`src/rtl/jk_cmd_conditioner_if.sv`:
```
// Button-side and command-side signal bundle of the JK command conditioner.
// The master drives the raw buttons; the slave (the conditioner) returns commands and levels.
interface jk_cmd_conditioner_if;
    logic btn_set;
    logic btn_clr;
    logic j;
    logic k;
    logic set_level;
    logic clr_level;

    modport master (
        output btn_set,
        output btn_clr,
        input  j,
        input  k,
        input  set_level,
        input  clr_level
    );

    modport slave (
        input  btn_set,
        input  btn_clr,
        output j,
        output k,
        output set_level,
        output clr_level
    );
endinterface

```
`src/rtl/jk_cmd_conditioner.sv`:
```
// Synchronises and debounces two push buttons and turns their rising edges into
// one-cycle J/K commands, merging near-simultaneous presses into a toggle (J=K=1).
module jk_cmd_conditioner #(
    parameter int DEBOUNCE_CYCLES = 4,
    parameter int CNT_W           = 3,
    parameter int PAIR_WINDOW     = 2
) (
    input  logic                 clk,
    input  logic                 reset,
    jk_cmd_conditioner_if.slave  bus
);
    // PAIR_WINDOW < 2*DEBOUNCE_CYCLES <= 2^(CNT_W+1), so one extra bit always suffices.
    localparam int WIN_W = CNT_W + 1;

    typedef enum logic [1:0] {
        ST_IDLE   = 2'd0,
        ST_PEND_J = 2'd1,
        ST_PEND_K = 2'd2
    } state_t;

    // Channel 0 is set, channel 1 is clear throughout.
    logic [1:0]       btn_raw_s;
    logic [1:0]       sync1_q;
    logic [1:0]       sync2_q;
    logic [1:0]       lvl_q;
    logic [1:0]       lvl_d;
    logic [1:0]       lvl_dly_q;
    logic [1:0]       rise_s;
    logic [CNT_W-1:0] cnt_q [2];
    logic [CNT_W-1:0] cnt_d [2];
    state_t           state_q;
    state_t           state_d;
    logic [WIN_W-1:0] win_q;
    logic [WIN_W-1:0] win_d;
    logic             j_q;
    logic             j_d;
    logic             k_q;
    logic             k_d;

    assign btn_raw_s = {bus.btn_clr, bus.btn_set};

    // Two-flop synchroniser chain per channel.
    always_ff @(posedge clk or negedge reset) begin
        if (!reset) begin
            sync1_q <= 2'b00;
            sync2_q <= 2'b00;
        end else begin
            sync1_q <= btn_raw_s;
            sync2_q <= sync1_q;
        end
    end

    // Debounce next state: the level follows s2 only after it has differed for the full count.
    always_comb begin
        lvl_d = lvl_q;
        for (int ch = 0; ch < 2; ch++) begin
            cnt_d[ch] = cnt_q[ch];
            if (sync2_q[ch] == lvl_q[ch]) begin
                cnt_d[ch] = {CNT_W{1'b0}};
            end else if (cnt_q[ch] == CNT_W'(DEBOUNCE_CYCLES - 1)) begin
                lvl_d[ch] = sync2_q[ch];
                cnt_d[ch] = {CNT_W{1'b0}};
            end else begin
                cnt_d[ch] = cnt_q[ch] + CNT_W'(1);
            end
        end
    end

    // Debounced level, its delayed copy for edge detection, and the debounce counters.
    always_ff @(posedge clk or negedge reset) begin
        if (!reset) begin
            lvl_q     <= 2'b00;
            lvl_dly_q <= 2'b00;
            cnt_q[0]  <= {CNT_W{1'b0}};
            cnt_q[1]  <= {CNT_W{1'b0}};
        end else begin
            lvl_q     <= lvl_d;
            lvl_dly_q <= lvl_q;
            cnt_q[0]  <= cnt_d[0];
            cnt_q[1]  <= cnt_d[1];
        end
    end

    assign rise_s = lvl_q & ~lvl_dly_q;

    // Pairing FSM: a lone rise waits up to PAIR_WINDOW cycles for the other channel.
    always_comb begin
        state_d = state_q;
        win_d   = win_q;
        j_d     = 1'b0;
        k_d     = 1'b0;
        case (state_q)
            ST_IDLE: begin
                if (rise_s[0] && rise_s[1]) begin
                    j_d = 1'b1;
                    k_d = 1'b1;
                end else if (rise_s[0]) begin
                    state_d = ST_PEND_J;
                    win_d   = {WIN_W{1'b0}};
                end else if (rise_s[1]) begin
                    state_d = ST_PEND_K;
                    win_d   = {WIN_W{1'b0}};
                end else begin
                    state_d = ST_IDLE;
                end
            end
            ST_PEND_J: begin
                if (rise_s[1]) begin
                    j_d     = 1'b1;
                    k_d     = 1'b1;
                    state_d = ST_IDLE;
                end else if (win_q == WIN_W'(PAIR_WINDOW - 1)) begin
                    j_d     = 1'b1;
                    state_d = ST_IDLE;
                end else begin
                    win_d = win_q + WIN_W'(1);
                end
            end
            ST_PEND_K: begin
                if (rise_s[0]) begin
                    j_d     = 1'b1;
                    k_d     = 1'b1;
                    state_d = ST_IDLE;
                end else if (win_q == WIN_W'(PAIR_WINDOW - 1)) begin
                    k_d     = 1'b1;
                    state_d = ST_IDLE;
                end else begin
                    win_d = win_q + WIN_W'(1);
                end
            end
            default: begin
                state_d = ST_IDLE;
                win_d   = {WIN_W{1'b0}};
            end
        endcase
    end

    // FSM state, window counter and registered command pulses.
    always_ff @(posedge clk or negedge reset) begin
        if (!reset) begin
            state_q <= ST_IDLE;
            win_q   <= {WIN_W{1'b0}};
            j_q     <= 1'b0;
            k_q     <= 1'b0;
        end else begin
            state_q <= state_d;
            win_q   <= win_d;
            j_q     <= j_d;
            k_q     <= k_d;
        end
    end

    assign bus.j         = j_q;
    assign bus.k         = k_q;
    assign bus.set_level = lvl_q[0];
    assign bus.clr_level = lvl_q[1];
endmodule

```
`src/flat_wrapper.sv`:
```
// flat-port wrapper written by rule: the top's interface ports become plain ports
module jk_cmd_conditioner_flat 
#(
    parameter int DEBOUNCE_CYCLES = 4,
    parameter int CNT_W           = 3,
    parameter int PAIR_WINDOW     = 2
)
  (clk, reset, bus_btn_set, bus_btn_clr, bus_j, bus_k, bus_set_level, bus_clr_level);
  jk_cmd_conditioner_if bus_i ();
  input  logic clk;
  input  logic reset;
  input wire logic [$bits(bus_i.btn_set)-1:0] bus_btn_set;
  input wire logic [$bits(bus_i.btn_clr)-1:0] bus_btn_clr;
  output wire logic [$bits(bus_i.j)-1:0] bus_j;
  output wire logic [$bits(bus_i.k)-1:0] bus_k;
  output wire logic [$bits(bus_i.set_level)-1:0] bus_set_level;
  output wire logic [$bits(bus_i.clr_level)-1:0] bus_clr_level;
  assign bus_i.btn_set = bus_btn_set;
  assign bus_i.btn_clr = bus_btn_clr;
  assign bus_j = bus_i.j;
  assign bus_k = bus_i.k;
  assign bus_set_level = bus_i.set_level;
  assign bus_clr_level = bus_i.clr_level;
  jk_cmd_conditioner #(.DEBOUNCE_CYCLES(DEBOUNCE_CYCLES), .CNT_W(CNT_W), .PAIR_WINDOW(PAIR_WINDOW)) u_core (.clk(clk), .reset(reset), .bus(bus_i));
endmodule
```
`config.mk`:
```
export PLATFORM = sky130hd
export DESIGN_NAME = jk_cmd_conditioner_flat
export DESIGN_NICKNAME = d
export VERILOG_FILES = /design/src/rtl/jk_cmd_conditioner_if.sv /design/src/rtl/jk_cmd_conditioner.sv /design/src/flat_wrapper.sv
export SDC_FILE = /design/constraint.sdc
export NUM_CORES = 1
export LEC_CHECK = 0
export BUFFER_PORTS_ARGS = -buffer_cell sky130_fd_sc_hd__buf_2
export CAP_MARGIN = 20
export CORE_ASPECT_RATIO = 1.25
export CORE_MARGIN = 2
export CORE_UTILIZATION = 57
export DETAILED_ROUTE_END_ITERATION = 7
export PLACE_DENSITY = 0.86
export SYNTH_ARGS = -nofsm -noshare
export SYNTH_HDL_FRONTEND = slang
export SYNTH_SLANG_ARGS = --single-unit
```
`constraint.sdc`:
```
create_clock -name clk -period 2 [get_ports clk]
set_input_delay 0.5 -clock clk [delete_from_list [all_inputs] [get_ports clk]]
set_output_delay 0.5 -clock clk [all_outputs]
set_load 0.05 [all_outputs]
```
==> results of run 1 <==
[per-stage QoR]
step | instances | total power, µW | worst slack [ns] | hold WS (ns)
after floorplan | 85 | 1360 | 0.266 | 0.204
after global placement | 111 | 1510 | 0.392 | 0.335
after CTS | 115 | 1780 | 0.325 | 0.161
after global routing | 115 | 1910 | 0.189 | 0.175
final | 115 | 1770 | 0.313 | 0.145
after detailed placement | 111 | 1550 | 0.344 | 0.336
[cells by family after synthesis]
| kind of cell | count (synthesis) |
|---|---|
| mux | 2 |
| xor+xnor | 3 |
| flops | 22 |
| compound gates | 19 |
| fa+ha+maj | 8 |
| buf+inv | 7 |
| simple gates | 24 |
[cell type report]
| cell class | instances | area share |
|---|---|---|
| sequential | 22 | 0.479 |
| multi-input combinational | 56 | 0.412 |
| timing repair buffer | 8 | 0.0370 |
| clock buffer | 4 | 0.0316 |
| tap | 19 | 0.0207 |
| inverter | 6 | 0.0196 |
[state kept, by name, indices dropped and copies added, names as in the netlist]
name	cells
u_core.bus.j	1
u_core.state_q	2
u_core.win_q	4
u_core.lvl_dly_q	2
u_core.lvl_q	2
u_core.sync2_q	2
u_core.bus.k	1
u_core.cnt_q	6
u_core.sync1_q	2
[synth_stat cells, drive strengths merged]
master	count
a211oi	1
a21o	1
a21oi	4
a221o	3
a221oi	1
a22o	2
a22oi	1
a2bb2oi	1
a32o	1
and2b	2
and3	2
and3b	1
clkbuf	1
dfrtp	22
ha	8
inv	6
mux2	2
nand2	4
nand2b	2
nand3	1
nor2	1
nor2b	3
nor3	1
nor3b	5
o22ai	1
o2bb2ai	1
o32a	1
o32ai	1
or2b	1
or3	1
xnor2	3
[where the power goes]
part           internal [µW]  switching, µW  total, µW
Combinational            379            504        883
Clock                    111            125        235
Sequential               566           84.7        651
[worst min-delay path by stage]
stage,start,end,slack [ns],cells after the start
2_1_floorplan,reset,u_core.bus.j,0.20,0
3_3_place_gp,u_core.sync1_q[0],u_core.sync2_q[0],0.34,0
3_5_place_dp,u_core.sync1_q[0],u_core.sync2_q[0],0.34,0
4_1_cts,reset,u_core.win_q[2],0.16,1
5_1_grt,reset,u_core.win_q[2],0.18,1
6_report,reset,u_core.win_q[2],0.14,1
[per-layer routing]
layer,GRT usage,vias up,wire [µm]
met3,0.0278,2,54
li1,-,329,-
met4,0.0677,0,10
met5,0,-,0
met1,0.237,343,723
met2,0.300,11,850
==> flow_summary.toml, run 1 <==
[clock_network]
cts_sinks = 22
cts_tree = "yes"
postCtsSetupBuffers = 0
ctsHoldBuffers = 0
clockRootBuffer = "clkbuf_4"
htreeDepth = 1
cts_made_buffers = 3
clk_pin_slew_ns = 0.12
insertion_delay_ns = 0.29
clk_path_buf_depth = 2
cts_resized = 0

[yosys]
synth_xor_xnor_area_share = 0.0321
synth-compound-area-share = 0.157
synthSimpleGateAreaFrac = 0.145
yosys-top-cells-area = "dfrtp_1 (52%), ha_1 (9.5%), nor3b_1 (3.6%), a221o_1 (2.9%), inv_1 (2.1%)"
ys_warn_count = 0
synthAdderAreaFrac = 0.0952
ys_seq_area_frac = 0.524
syn_nets = 97
muxShareOfSynthArea = 0.0214
ys_types = 33
synth_top_family_by_area = "compound AO/OA/AOI/OAI gates"
synth_area_mm2 = 0.00105
synth_top_cell_area_share = 0.524
ys_ff_latch = 22
avgSynthCellArea_um2 = 12.4
synth_cells = 85
synth_largest_area_cell = "dfrtp_1"

[place]
place_area_mm2 = 0.00111
routabilityCongestion = 0.795
place_hpwl_um = 1250
portBuffers = 7

[critical_path]
setup.worst_path.end = "u_core.win_q[0]"
rrSetupSlack_ns = 0.31
timing.rr.end = "u_core.win_q[0]"
worst_path_max_delay_cell = "dfrtp_1"
crit_chain = "inv_1, ha_1, a22o_4, a211oi_2, a221o_1"
cp_max_fo = 5
r2r-start = "u_core.state_q[0]"
cp_num_cells = 5
arrival_ns = 1.92
worstRegToRegCells = 5
timing.critical_path.from = "u_core.state_q[0]"
crit_path_start_kind = "register"
cpPeakStageDelay_ns = 0.42
endpoint_kind = "register"
critPathKind = "register to register"
worst-path-buf-inv = 1
cpLargestDelayFamily = "compound AO/OA/AOI/OAI gates"
crit_required_ns = 2.24

[final_layout]
fillers = 141
final_cell_mix = "dfrtp_1 (22), ha_1 (8), buf_2 (7)"
layout-drive-gt1-share = 0.198
final_common_cell = "dfrtp_1"
fin_area_mm2 = 0.00115
fin_nets = 109
multiInputGateArea_um2 = 474
syn_to_final_growth_pct = 9.40
final_core_utilization = 0.659
register_area_um2 = 551
n_antenna_cell = 0

[route]
drtPass1Iterations = 4
routedWlPerCell_um = 14.3
ant_nets = 0
drc = 0
viasPerCell = 5.96
drtIter0Drc = 9
via_count = 685
routed_wirelength_um = 1640

[timing]
maxSlewHeadroom = 0.679
tns_ns = 0
setup_viol = 0
tightest_slew_ns = 0.482
period_needed_ns = 1.69
slew_viol_final = 0
rsz0062_at_grt = "false"
hold_viol_final = 0
timing.final.crit_share = 0.843
clock.fmax_mhz = 593
fin_skew_ns = 0.00408

[flow_run]
maxCapViolCount = 0

[grt]
grt_pass1_vias = 684
grt-ovfl-total = 0
antenna_found_initial = 0
grtUsageTotal = 0.180
grt_max_degree = 23
grt_first_pass_wirelength_um = 3020

[floorplanning]
dieArea_mm2 = 0.00221
ioPinCount = 8
die_x_um = 42.4
die_y_um = 52.0
core_mm2 = 0.00174
fp-row-count = 17
initial_core_util = 0.603

[status]
status = "completed"

[min_path]
hold_class = "input port to asynchronous set/reset pin"

[power]
ir_drop_mv = 1.15
leakagePower_uw = 0.000550
power_density_mw_per_mm2 = 1540
No activity file was read; power rests on OpenSTA's default activity.
==> run 2: changes to the inputs <==
ABC_AREA = 1   (was unset)
CORE_UTILIZATION = 51   (was 57)
PLACE_DENSITY = 0.82   (was 0.86)
clock period = 1.42 ns   (was 2 ns; I/O delays follow)
==> flow_summary.toml, run 2 <==
[yosys]
ys_warn_count = 0
yosys-top-cells-area = "dfrtp_1 (51%), nand2_1 (12%), ha_1 (9.3%), inv_1 (5.2%), nand3_1 (4.2%)"
ys_types = 17
ys_ff_latch = 22
synth_cells = 120
synth_edf_count = 0
yosysMostFrequentCell = "nand2_1"
synth_top_cell_area_share = 0.512
async_flop_share = 1.00
avgSynthCellArea_um2 = 8.97
ys_seq_area_frac = 0.512
synth_area_mm2 = 0.00108
syn_nets = 132
synth.top_cells.by_count = "nand2_1 (35), dfrtp_1 (22), inv_1 (15)"
synth_largest_area_cell = "dfrtp_1"
synth_flop_cell = "dfrtp_1"

[critical_path]
endpoint_kind = "register"
crit_required_ns = 1.62
crit_path_start_kind = "register"
cp_max_fo = 6
critPathKind = "register to register"
arrival_ns = 1.64

[grt]
grt_first_pass_wirelength_um = 3220
grt_max_degree = 23
antenna_found_initial = 0
grt-ovfl-total = 0
grt_pass1_vias = 794
grtUsageTotal = 0.169

[route]
ant_nets = 0
via_count = 789
viasPerCell = 5.09
drtPass1Iterations = 4
drc = 0
drtIter0Drc = 4
routed_wirelength_um = 1910
routedWlPerCell_um = 12.3

[timing]
hold_viol_final = 10
clock.fmax_mhz = 698
fin_skew_ns = 0.00468
timing.final.crit_share = 1.01
maxSlewHeadroom = 0.680
slew_viol_final = 0
setup_viol = 4
setup_slack_ns = -0.0137
tightest_slew_ns = 0.480
rsz0062_at_grt = "true"
period_needed_ns = 1.43
hold_slack_ns = -0.00656

[power]
p_comb_frac = 0.497
swShare = 0.449
power.total_uw = 2590
seqPwrFrac = 0.373
p_int_uw = 1430
p_sw_uw = 1160
power_density_mw_per_mm2 = 2050
pwr-share-clk = 0.130
ir_drop_mv = 1.40
leakagePower_uw = 0.000630

[status]
status = "finished with violations"
violations = "negative hold slack, negative setup slack"

[final_layout]
final_core_utilization = 0.638
largest_register_ffs = 6
final_cell_mix = "nand2_1 (32), dfrtp_1 (19), inv_1 (13)"
regMostFlops = "u_core.cnt_q"
fin_nets = 148
layout-drive-gt1-share = 0.267
final_common_cell = "nand2_1"
n_antenna_cell = 0
reg.largest.list = "u_core.cnt_q: 6 flops, u_core.win_q: 4 flops"
syn_to_final_growth_pct = 17.4

[clock_network]
clk_pin_slew_ns = 0.12
clk_path_buf_depth = 2
clockRootBuffer = "clkbuf_4"
cts_made_buffers = 3
cts_sinks = 22
insertion_delay_ns = 0.30
cts_tree = "yes"
htreeDepth = 1

[place]
routabilityCongestion = 0.870
place_hpwl_um = 1350
portBuffers = 7

[floorplanning]
die_x_um = 45.1
die_y_um = 55.4
core_mm2 = 0.00198
ioPinCount = 8
fp-row-count = 18
dieArea_mm2 = 0.00250
initial_core_util = 0.543

[flow_run]
maxCapViolCount = 0

[min_path]
hold_class = "input port to asynchronous set/reset pin"
==> run 2: through the flow <==
step                      instance area, µm²  TNS [ns]  setup slack, ns  std cells
after detailed placement                1140         0          0.00153        148
after CTS                               1190         0           0.0140        153
final                                   1260   -0.0241          -0.0137        155
after floorplan                         1080         0           0.0565        120
after global routing                    1260    -0.245          -0.0729        155
after global placement                  1140         0           0.0530        148
==> run 2: worst paths after layout <==
kind / cells past startpoint / endpoint / slack, ns / from
max reg2reg: 8 / u_core.win_q[3] / -0.01 / u_core.state_q[0]
max in group asynchronous: 1 / u_core.lvl_q[0] / 1.07 / reset
max: 8 / u_core.win_q[3] / -0.01 / u_core.state_q[0]
min reg2reg: 0 / u_core.sync2_q[0] / 0.37 / u_core.sync1_q[0]
min in group clk: 1 / u_core.sync1_q[0] / 0.15 / bus_btn_set
min: 1 / u_core.bus.k / -0.007 / reset
==> run 2: per-layer routing <==
layer  up-vias  global-route usage  routed length [µm]
met2        11               0.269                 973
met4         0              0.0798                  44
li1        406                   -                   -
met3         6              0.0327                  40
met1       366               0.214                 853
met5         -                   0                   0
==> run 2: power groups by stage <==
stage	sequential [µW]	combinational, µW	clock (µW)
finish	968	1290	337
global route	991	1420	372
CTS	953	1150	345
global placement	949	1090	0
detailed placement	967	1120	0
floorplan	1140	680	0
==> run 2: cells by family (layout without fill, tap and decap cells) <==
kind of cell,count (synthesis),count (layout),synth area share
xor+xnor,2,2,0.0163
buf+inv,16,31,0.0558
flops,22,22,0.512
fa+ha+maj,8,8,0.0930
simple gates,66,66,0.284
compound gates,4,4,0.0186
mux,2,2,0.0209
==> run 2: timing repair <==
action / CTS / global route
gates resized for setup: 3 / 13
hold endpoints to repair: 0 / 0
setup endpoints to repair: 5 / 8
setup buffers: 1 / 2
pin swaps: 0 / 5
hold buffers: 0 / 0
==> run 2: worst max-delay path, cell delays in order (launching register included) <==
cell and delay (ns):
dfrtp_1 0.45, inv_2 0.10, ha_4 0.18, nand3_1 0.11
nand2_2 0.09, nor2_4 0.18, nand2_4 0.09, nand2_2 0.08
nand2_1 0.06
==> run 2: final cells by class <==
type / instances / area [µm²]
timing repair buffer: 11 / 67.6
inverter: 16 / 60.1
sequential: 22 / 554
tap: 20 / 25.0
fill: 160 / 718
clock buffer: 4 / 36.3
multi-input combinational: 82 / 520
==> run 3: changes to the inputs <==
PLACE_DENSITY = 0.69   (was 0.82)
SLEW_MARGIN = 10   (was unset)
==> flow_summary.toml, run 3 (same netlist as run 2, synthesis figures left out) <==
[critical_path]
arrival_ns = 1.02
worst-path-buf-inv = 1
critPathKind = "register to primary output"
cpPeakStageDelay_ns = 0.49
cp_max_fo = 7
crit_chain = "buf_4"
cpLargestDelayFamily = "flip-flops"
endpoint_kind = "primary output"
crit_path_start_kind = "register"
worst_path_max_delay_cell = "dfrtp_2"
crit_required_ns = 1.07

[floorplanning]
fp-row-count = 18
initial_core_util = 0.543
die_y_um = 55.4
ioPinCount = 8
dieArea_mm2 = 0.00250
die_x_um = 45.1
core_mm2 = 0.00198

[timing]
clock.fmax_mhz = 725
period_needed_ns = 1.38
tns_ns = 0
setup_slack_ns = 0.0411
hold_slack_ns = 0.137
tightest_slew_ns = 0.478
fin_skew_ns = 0.00327
setup_viol = 0
maxSlewHeadroom = 0.681
slew_viol_final = 0
rsz0062_at_grt = "true"
timing.final.crit_share = 0.971
hold_viol_final = 0

[place]
routabilityCongestion = 0.863
pre_cts_ws_ns = 0.0112
portBuffers = 7
place_hpwl_um = 1330

[final_layout]
n_antenna_cell = 0
largest_register_ffs = 6
layout-drive-gt1-share = 0.263
fillers = 151
final_core_utilization = 0.653
syn_to_final_growth_pct = 20.3
final_common_cell = "nand2_1"
regMostFlops = "u_core.cnt_q"
reg.largest.list = "u_core.cnt_q: 6 flops, u_core.win_q: 4 flops"
final_cell_mix = "nand2_1 (34), dfrtp_1 (17), inv_1 (13)"
fin_nets = 150

[clock_network]
cts_tree = "yes"
clk_path_buf_depth = 2
clk_pin_slew_ns = 0.12
cts_sinks = 22
htreeDepth = 1
insertion_delay_ns = 0.32
clockRootBuffer = "clkbuf_4"
cts_made_buffers = 3

[grt]
grt_first_pass_wirelength_um = 3020
grt_pass1_vias = 722
grt_max_degree = 23
grtUsageTotal = 0.163
grt-ovfl-total = 0
antenna_found_initial = 0

[flow_run]
maxCapViolCount = 0

[power]
power_density_mw_per_mm2 = 2120
leakagePower_uw = 0.000646
ir_drop_mv = 1.20
power.total_uw = 2750

[route]
routed_wirelength_um = 1930
drtIter0Drc = 26
via_count = 796
drc = 0
viasPerCell = 5.07
routedWlPerCell_um = 12.3
drtPass1Iterations = 4
ant_nets = 0

[min_path]
hold_class = "input port to register"

[status]
status = "completed"
## run 3: cell count changes in the layout (fill, tap and decap cells not counted), moves of 2 or more
cell,change
inv_4,+3
dfrtp_1,-2
nand2_2,-2
nand2_1,+2
dfrtp_2,+2
inv_2,-3
## run 3: final cells by class
cell class / count / area, µm² / area share
Clock buffer: 3 / 22.5 / 0.0174
Clock inverter: 1 / 30.0 / 0.0232
Inverter: 16 / 67.6 / 0.0522
Multi-Input combinational cell: 82 / 505 / 0.390
Sequential cell: 22 / 557 / 0.430
Tap cell: 20 / 25.0 / 0.0193
Timing Repair Buffer: 13 / 87.6 / 0.0676
## run 3: where the power goes
part	switching, µW	total, µW	leakage, µW	internal, µW
combinational	820	1290	0.000343	470
clock	202	487	0.0000279	285
sequential	157	971	0.000276	815
## run 3: repair_timing
| item | in CTS | in global routing |
|---|---|---|
| endpoints found under the hold margin | 22 | 0 |
| setup endpoints to repair | 5 | 9 |
| hold buffers | 1 | 0 |
| resized for setup | 2 | 16 |
| setup buffers | 2 | 2 |
| gates cloned | 0 | 0 |
| pin swaps | 1 | 2 |
## run 3: stage by stage
| stage | instances | cell area, µm² |
|---|---|---|
| after global routing | 157 | 1290 |
| after CTS | 155 | 1230 |
| after floorplan | 120 | 1080 |
| after global placement | 148 | 1140 |
| after detailed placement | 148 | 1140 |
| final | 157 | 1290 |
## run 3: path summary, 6_finish.rpt
kind                            cells past startpoint                end         startpoint  slack, ns
min in group asynchronous                           2       u_core.bus.k              reset       0.51
worst min-delay path                                1  u_core.sync1_q[1]        bus_btn_clr       0.14
worst max-delay path                                1      bus_set_level    u_core.lvl_q[0]       0.04
worst max register to register                      8    u_core.win_q[3]  u_core.state_q[0]       0.07
max in group asynchronous                           2    u_core.lvl_q[1]              reset       0.56
worst min register to register                      0  u_core.sync2_q[1]  u_core.sync1_q[1]       0.37
## run 3: routing by layer
metal,vias to the layer above,GRT usage,share of wire
li1,407,-,-
met1,368,0.192,0.45
met2,14,0.280,0.51
met3,7,0.0196,0.020
met4,0,0.0798,0.020
met5,-,0,0
